`src/rtl/capture_buffer.sv`:
```
// capture_buffer: circular pre-trigger sample recorder with a
// ready/valid readout of the frozen window.
module capture_buffer #(
    parameter int SAMPLE_DATA_WIDTH = 8,
    parameter int DEPTH             = 256,
    parameter int PRE_TRIGGER       = 64
) (
    input  logic                         clk,
    input  logic                         rst_n,
    input  logic                         axiiv,
    input  logic [SAMPLE_DATA_WIDTH-1:0] axiid,
    input  logic                         triggered,
    input  logic                         arm,
    output logic                         axiov,
    output logic [SAMPLE_DATA_WIDTH-1:0] axiod,
    output logic                         axiol,
    input  logic                         axior,
    output logic                         armed,
    output logic                         busy,
    output logic                         done
);

    localparam int AW = $clog2(DEPTH);
    localparam int CW = AW + 1;
    localparam int DW = SAMPLE_DATA_WIDTH;
    localparam logic [CW-1:0] PRE  = CW'(PRE_TRIGGER);
    localparam logic [CW-1:0] POST = CW'(DEPTH - PRE_TRIGGER);
    localparam logic [AW-1:0] PRE_OFS = AW'(PRE_TRIGGER);

    typedef enum logic [1:0] {
        IDLE,
        ARMED,
        CAPTURE,
        READOUT
    } state_t;

    state_t state, state_nxt;

    logic [DW-1:0] mem [DEPTH];

    logic [AW-1:0] wr_ptr;
    logic [AW-1:0] rd_ptr;
    logic [AW-1:0] start_ptr;
    logic [AW-1:0] rd_left;
    logic [AW-1:0] launch_ptr;
    logic [AW-1:0] rd_addr;
    logic [CW-1:0] fill;
    logic [CW-1:0] post_cnt;
    logic          trig_d;

    logic          rq_v;
    logic          rq_l;
    logic [DW-1:0] ram_q;

    logic          out_v;
    logic          out_l;
    logic [DW-1:0] out_d;

    logic          trig_rise;
    logic          fire;
    logic          wr_en;
    logic          last_wr;
    logic          rd_en;
    logic          mv;
    logic          xfer;

    assign trig_rise = triggered & ~trig_d;
    assign xfer      = out_v & axior;
    assign mv        = ~out_v | xfer;
    assign rd_addr   = last_wr ? launch_ptr : rd_ptr;

    assign axiov = out_v;
    assign axiod = out_d;
    assign axiol = out_l;

    // State register
    always_ff @(posedge clk) begin
        if (!rst_n) begin
            state <= IDLE;
        end else begin
            state <= state_nxt;
        end
    end

    // Next-state, write strobe and readout launch/issue decisions
    always_comb begin
        state_nxt  = state;
        wr_en      = 1'b0;
        fire       = 1'b0;
        last_wr    = 1'b0;
        rd_en      = 1'b0;
        launch_ptr = start_ptr;
        unique case (state)
            IDLE: begin
                if (arm) begin
                    state_nxt = ARMED;
                end
            end
            ARMED: begin
                wr_en      = axiiv;
                launch_ptr = wr_ptr - PRE_OFS;
                fire       = trig_rise && (fill == PRE);
                if (fire) begin
                    state_nxt = CAPTURE;
                    if (axiiv && (POST == CW'(1))) begin
                        last_wr   = 1'b1;
                        state_nxt = READOUT;
                    end
                end
            end
            CAPTURE: begin
                wr_en = axiiv;
                if (axiiv && (post_cnt == POST - CW'(1))) begin
                    last_wr   = 1'b1;
                    state_nxt = READOUT;
                end
            end
            READOUT: begin
                rd_en = (rd_left != '0) && (~rq_v | mv);
                if (xfer && out_l) begin
                    state_nxt = IDLE;
                end
            end
            default: begin
                state_nxt = IDLE;
            end
        endcase
        if (last_wr) begin
            rd_en = 1'b1;
        end
    end

    // Sample RAM: one write port, registered read port with enable
    always_ff @(posedge clk) begin
        if (wr_en) begin
            mem[wr_ptr] <= axiid;
        end
        if (rd_en) begin
            ram_q <= mem[rd_addr];
        end
    end

    // Pointers, counters, edge detect, read pipeline and status flags
    always_ff @(posedge clk) begin
        if (!rst_n) begin
            trig_d    <= 1'b0;
            wr_ptr    <= '0;
            rd_ptr    <= '0;
            start_ptr <= '0;
            rd_left   <= '0;
            fill      <= '0;
            post_cnt  <= '0;
            rq_v      <= 1'b0;
            rq_l      <= 1'b0;
            out_v     <= 1'b0;
            out_l     <= 1'b0;
            out_d     <= '0;
            armed     <= 1'b0;
            busy      <= 1'b0;
            done      <= 1'b0;
        end else begin
            trig_d <= triggered;

            if (state == IDLE && arm) begin
                fill     <= '0;
                post_cnt <= '0;
            end

            if (wr_en) begin
                wr_ptr <= wr_ptr + AW'(1);
                if (state == ARMED && fill != PRE) begin
                    fill <= fill + CW'(1);
                end
                if (fire || state == CAPTURE) begin
                    post_cnt <= post_cnt + CW'(1);
                end
            end

            if (fire) begin
                start_ptr <= launch_ptr;
            end

            if (last_wr) begin
                rd_ptr  <= launch_ptr + AW'(1);
                rd_left <= AW'(DEPTH - 1);
                rq_v    <= 1'b1;
                rq_l    <= 1'b0;
            end else if (rd_en) begin
                rd_ptr  <= rd_ptr + AW'(1);
                rd_left <= rd_left - AW'(1);
                rq_v    <= 1'b1;
                rq_l    <= (rd_left == AW'(1));
            end else if (mv) begin
                rq_v <= 1'b0;
            end

            if (mv) begin
                out_v <= rq_v;
                if (rq_v) begin
                    out_d <= ram_q;
                    out_l <= rq_l;
                end else begin
                    out_l <= 1'b0;
                end
            end

            armed <= (state_nxt == ARMED);
            busy  <= (state_nxt != IDLE);
            done  <= xfer & out_l;
        end
    end

endmodule

```
`config.mk`:
```
export PLATFORM = sky130hd
export DESIGN_NAME = capture_buffer
export DESIGN_NICKNAME = d
export VERILOG_FILES = /design/src/rtl/capture_buffer.sv
export SDC_FILE = /design/constraint.sdc
export NUM_CORES = 2
export LEC_CHECK = 0
export BUFFER_PORTS_ARGS = -buffer_cell sky130_fd_sc_hd__buf_2
export CORE_ASPECT_RATIO = 1.4
export CORE_UTILIZATION = 60
export DETAILED_ROUTE_END_ITERATION = 8
export PLACE_DENSITY = 0.76
export SYNTH_ARGS = -nofsm -noshare
export SYNTH_HDL_FRONTEND = slang
export SYNTH_SLANG_ARGS = --single-unit
```
`constraint.sdc`:
```
create_clock -name clk -period 4 [get_ports clk]
set_input_delay 0.4 -clock clk [delete_from_list [all_inputs] [get_ports clk]]
set_output_delay 0.4 -clock clk [all_outputs]
set_load 0.03 [all_outputs]
```
======== Word level (Yosys, flattened, before mapping) ========
Memories as Yosys holds them, arrays and structs flattened. A register that Yosys moved wholly into a read port is not among the register bits.
Index checks and enable logic that the tools add are counted.
operators by class
  add/sub/neg operators ................... 7
  equal/unequal tests ..................... 8
  multiplexer cells ....................... 29
  bitwise gates (word level) .............. 9
  reduce and logical (&&, ||, !) cells .... 15
operator list
  operator                                              number
  two-way mux 9 bit                                     6
  two-way mux 8 bit                                     6
  adder 8 x 1 -> 8 bit (second input constant)          3
  adder 9 x 1 -> 9 bit (second input constant)          2
  two-way mux 1 bit                                     12
  equality test 9 x 7 -> 1 bit (second input constant)  1
  equality test 9 x 8 -> 1 bit (second input constant)  1
  != test 9 x 7 -> 1 bit (second input constant)        1
  equality test 8 x 1 -> 1 bit (second input constant)  1
  two-way mux 2 bit                                     4
  one-hot mux 2 bit (4 select lines)                    1
  nonzero test 8 bit                                    1
  subtractor 8 x 1 -> 8 bit (second input constant)     1
  subtractor 8 x 7 -> 8 bit (second input constant)     1
  logical AND 1 bit                                     6
  equality test 2 x 1 -> 1 bit (second input constant)  2
  equality test 2 bit (second input constant)           2
  inverter 1 bit                                        4
  nonzero test 2 bit                                    2
  OR reduction 2 bit                                    2
  bitwise AND 1 bit                                     3
  nonzero test 3 bit                                    1
  zero test 2 bit                                       1
  bitwise OR 1 bit                                      2
  other kinds (2)                                       2
word-level totals
  bits in registers ....................... 68
  bits in writable memories ............... 2,048
  input bits .............................. 14
  output and inout port bits .............. 13
  word-level logic and storage cells ...... 85
  memories kept ........................... 1
memories
  memory  words  width  read ports  clocked after Yosys merged registers in  wr ports  RTL line  text
  mem     256    8      1           1                                        1         39        logic [DW-1:0] mem [DEPTH];

======== Longest topological paths before layout ========
  word-level depth ........................ 8
  depth in mapped cells ................... 17
  gate-level depth less buffers ........... 12

======== Worst setup path after synthesis ========
Ideal clock, no wire load.
  kind .................................... register to register
  start point ............................. register state[1]
  end point ............................... register ram_q[1] (read register of mem) (data pin)
  library setup time ...................... 269 ps
  arrival ................................. 2,980 ps
  required time ........................... 3,731 ps
  slack ................................... 752 ps
  cell stages (with the launch flop) ...... 15
  path buffers ............................ 3
  clock period less this slack ............ 3,248 ps
  cells stage by stage .................... dfxtp_1 -> inv_1 -> ha_1 -> buf_4 -> mux2i_2 -> nand4_2 -> a22o_1 -> buf_6 -> buf_4 -> a211o_1 -> o2111ai_1 -> nand4_1 -> or4_1 -> o311ai_1 -> o31ai_1
on the way
  word-level cells in the longest chain between the ends .. 3
  elaborated cells between the ends (all ways) .. 8
  classes of those cells .................. 3 x eq/ne; 5 x mux
ends and longest elaborated chain
  element                                                                     RTL line  text
  start: declaration                                                          37        state_t state, state_nxt;
  start signal: assignment                                                    81        state <= state_nxt;
  equality test 2 x 1 -> 1 bit / equality test 2 bit (equally long branches)  93        unique case (state)
  two-way mux 8 bit / two-way mux 1 bit (equally long branches)               93
  two-way mux 8 bit / two-way mux 1 bit (equally long branches)               70, 128
  end: declaration                                                            53        logic [DW-1:0] ram_q;
Several ways; a longest one is shown, not always the timed one.
A chain may end at the register's enable or synchronous reset.

======== Worst setup path in the final report ========
  start point ............................. register state[1]
  end point ............................... register ram_q[2] (read register of mem) (data pin)
The elaborated chain is that of the path after synthesis.

==> results.sh <==
export IMPL_drive_gt1_share_pct=14.7
export IMPL_synthSimpleGateAreaFrac_pct=11.3
export IMPL_criticalPathCategory="reg2reg"
export IMPL_yosysMostFrequentCell="edfxtp_1"
export IMPL_worstPathRequired_ns=4.71
export IMPL_p_sw_share_pct=20.4
export IMPL_synthFlopType="edfxtp_1"
export IMPL_coreArea_um2=141000
export IMPL_synth_top_area_share_pct=72.3
export IMPL_hold_violations=0
export IMPL_grt_pass1_wl_mm=384
export IMPL_hold_path_depth=1
export IMPL_p_per_area_nw_per_um2=446
export IMPL_setup_viol_count_final=0
export IMPL_ios=27
export IMPL_grt_max_degree=125
export IMPL_clk_latency_ns=0.86
export IMPL_syn_to_final_growth_pct=15.1
export IMPL_p_sw_uw=8940
export IMPL_viasPerCell=6.80
export IMPL_worstReg2RegEnd="ram_q[2]$_DFFE_PP_"
export IMPL_clock_skew_ns=0.0369
export IMPL_cap_violations=0
export IMPL_max_freq_mhz=251
export IMPL_async_flop_share_pct=0
export IMPL_syn_nets=6351
export IMPL_portBuffers=26
export IMPL_synth_compound_area_share_pct=10.6
export IMPL_yosysSeqAreaShare_pct=73.9
export IMPL_reg2reg_setup_slack_ns=0.02
export IMPL_initial_utilization_pct=60.5
export IMPL_seq_area_um2=63100
export IMPL_die_w_um=321
export IMPL_std_cell_rows=163
export IMPL_seqPwrFrac_pct=55.9
export IMPL_cts_sinks=2124
export IMPL_power_uw=43800
export IMPL_gp_congestion=1.01
export IMPL_layout_min_cycle_time_ns=3.98
export IMPL_drv_slew=0
export IMPL_min_delay_start="axiid[3]"
export IMPL_multi_input_area_um2=20500
export IMPL_globalRouteOverflowTotal=0
export IMPL_status="completed"
export IMPL_final_util_pct=69.6
export IMPL_layout_nets=6714
export IMPL_nFillCells=9135
export IMPL_antenna_found_initial=11
export IMPL_yosys_area_top_type="edfxtp_1"
export IMPL_track_usage_pct=37.3
export IMPL_synth_xor_area_share_pct=0.195
export IMPL_netlist_area_um2=85400
export IMPL_critPathMaxFanout=30
export IMPL_rr_worst_depth=14
export IMPL_cp_start_kind="register"
export IMPL_vias=59363
export IMPL_ant_nets=0
export IMPL_postLayoutCellArea_um2=98300
export IMPL_place_inst=8365
export IMPL_syn_avg_cell_area_um2=13.5
export IMPL_p_leak_uw=0.0345
export IMPL_slew_headroom_pct=18.3
export IMPL_netlist_top_cells_area="edfxtp_1 72%, nand2_1 5.5%, a21oi_1 3.5%, nand3_1 1.7%, dfxtp_1 1.6%"
export IMPL_fin_cells=8731
export IMPL_synth_cell_type_count=88
export IMPL_syn_inst=6316
export IMPL_yosysWarnings=0
export IMPL_internal_power_uw=34900
export IMPL_cts_buffer_depth=3
export IMPL_grt_pass1_vias=57318
export IMPL_synth_edf_count=2056
export IMPL_synthAdderAreaFrac_pct=0.308
export IMPL_worst_pin_slew_ns=1.22
export IMPL_critPathCaptureType="register"
export IMPL_drtIter0Drc=9308
export IMPL_synth_common_cells="2056 x edfxtp_1, 1247 x nand2_1, 590 x a21oi_1"
export IMPL_h_tree_depth=4
export IMPL_clockPowerShare_pct=41.2
export IMPL_routed_wl_mm=270
export IMPL_die_h_um=448
export IMPL_synth_top_family_by_area="simple AND/OR/NAND/NOR gates"
export IMPL_pwr_share_comb_pct=2.9
export IMPL_post_route_period_util_pct=99.6
export IMPL_die_area_um2=144000
export IMPL_clkTransAtPathRegs_ns=0.07
export IMPL_cts_buffers=185
export IMPL_wl_per_cell_um=31.0
export IMPL_hpwlAfterDp_mm=173
export IMPL_synth_area_mux_share_pct=1.02
export IMPL_arrival_ns=4.70
export IMPL_hold_path_class="in2reg"
export IMPL_cts_root_buf="clkbuf_16"
export IMPL_drt_first_pass_iters=6
export IMPL_cts_tree="built"
export IMPL_placed_area_um2=91600
export IMPL_peakVddDrop_mv=0.526
export IMPL_reg2reg_from="state[1]$_SDFF_PN0_"
export IMPL_holdPathEnd="mem[27][3]$_DFFE_PP_"
export IMPL_drcViolationCount=0
export IMPL_ys_ff_latch=2124
-- critical path, cell delays in order (launching register included) --
cell and delay (ns):
dfxtp_2 0.36, buf_4 0.12, ha_2 0.23, and4bb_4 0.33
nand3_4 0.22, buf_4 0.25, a21oi_4 0.41, buf_12 0.21
buf_12 0.22, a211o_1 0.14, a21oi_1 0.05, a211oi_1 0.45
o2111ai_2 0.32, nand4_1 0.28, a32o_1 0.20
-- how the worst max path moves through the flow --
| stage | slack (ns) | startpoint | endpoint | depth (start not counted) |
|---|---|---|---|---|
| after floorplan | 0.75 | state[1]$_SDFF_PN0_ | ram_q[1]$_DFFE_PP_ | 14 |
| after global placement | -0.45 | state[1]$_SDFF_PN0_ | ram_q[2]$_DFFE_PP_ | 13 |
| after detailed placement | -0.46 | state[1]$_SDFF_PN0_ | ram_q[3]$_DFFE_PP_ | 16 |
| after CTS | 0.0004 | state[1]$_SDFF_PN0_ | ram_q[3]$_DFFE_PP_ | 16 |
| after global routing | -0.003 | post_cnt[0]$_SDFF_PN0_ | ram_q[7]$_DFFE_PP_ | 15 |
| final | 0.02 | state[1]$_SDFF_PN0_ | ram_q[2]$_DFFE_PP_ | 14 |
-- cell families after synthesis --
| family | count (synthesis) |
|---|---|
| buffers and inverters | 479 |
| XOR/XNOR | 19 |
| flip-flops | 2124 |
| AO/OA/AOI/OAI | 1380 |
| multiplexers | 81 |
| adder cells (fa/ha/maj) | 21 |
| AND/OR/NAND/NOR | 2212 |
-- placed cells by master (no fill, tap or decap), drive strengths merged, types with 14 or more instances in the layout --
| cell | count |
|---|---|
| nand2 | 1249 |
| o21ai | 69 |
| a32oi | 134 |
| bufinv | 20 |
| nor3 | 17 |
| a22o | 19 |
| a211oi | 123 |
| a22oi | 97 |
| dfxtp | 68 |
| edfxtp | 2056 |
| a31oi | 110 |
| a21o | 32 |
| nor2 | 335 |
| a21oi | 591 |
| and3 | 202 |
| inv | 25 |
| mux2 | 17 |
| xnor2 | 14 |
| a311oi | 27 |
| a211o | 53 |
| nand4 | 37 |
| clkinv | 64 |
| clkbuf | 248 |
| nor4 | 22 |
| ha | 21 |
| mux2i | 64 |
| buf | 618 |
| nand3 | 292 |
-- registers in the layout, indices dropped and copies added, names as in the netlist, 2 cells and up --
signal	count
axiod	8
fill	9
mem	2048
post_cnt	9
ram_q	8
rd_left	8
rd_ptr	8
start_ptr	8
state	2
wr_ptr	8
-- repair_timing --
action | CTS | global route
cloned | 1 | 3
endpoints found under the setup margin | 8 | 8
resized for setup | 26 | 40
pin swaps | 7 | 11
buffers inserted | 6 | 9
hold buffers | 5 | 0
hold endpoints to repair | 16 | 0
-- through the flow --
stage                     worst slack, ns  TNS (ns)  hold WS (ns)
after CTS                        0.000437         0        0.0963
after floorplan                     0.752         0         0.432
after global routing             -0.00347  -0.00347         0.114
after global placement             -0.445     -1.73         0.442
final                              0.0153         0         0.116
after detailed placement           -0.460     -2.02         0.451
-- area by class of cell --
class                   count  share of cell area (%)
flip-flops and latches   2124                    64.2
multi-input cells        3713                    20.9
inverters                  20                  0.0891
clock buffers             237                    5.08
diodes                     11                  0.0280
clock inverters            94                    1.03
repair buffers            635                    6.28
well taps                1897                    2.42
-- power groups by stage --
stage	combinational, uW	sequential, uW	clock, uW
floorplan	419	25000	0
global placement	1150	24900	0
detailed placement	1180	24900	0
CTS	1200	24500	18000
global route	1310	24500	18800
finish	1270	24500	18100
-- layer usage --
metal / vias up / share of wire [%] / wire length [um] / global-route usage, %
met2: 4574 / 47 / 126000 / 58.8
met1: 29025 / 33 / 88600 / 46.0
met3: 1105 / 12 / 33200 / 7.54
met4: 10 / 8.2 / 22200 / 27.5
met5: - / 0.024 / 64 / 0
li1: 24649 / - / - / -
(Power assumes the default switching activity.)
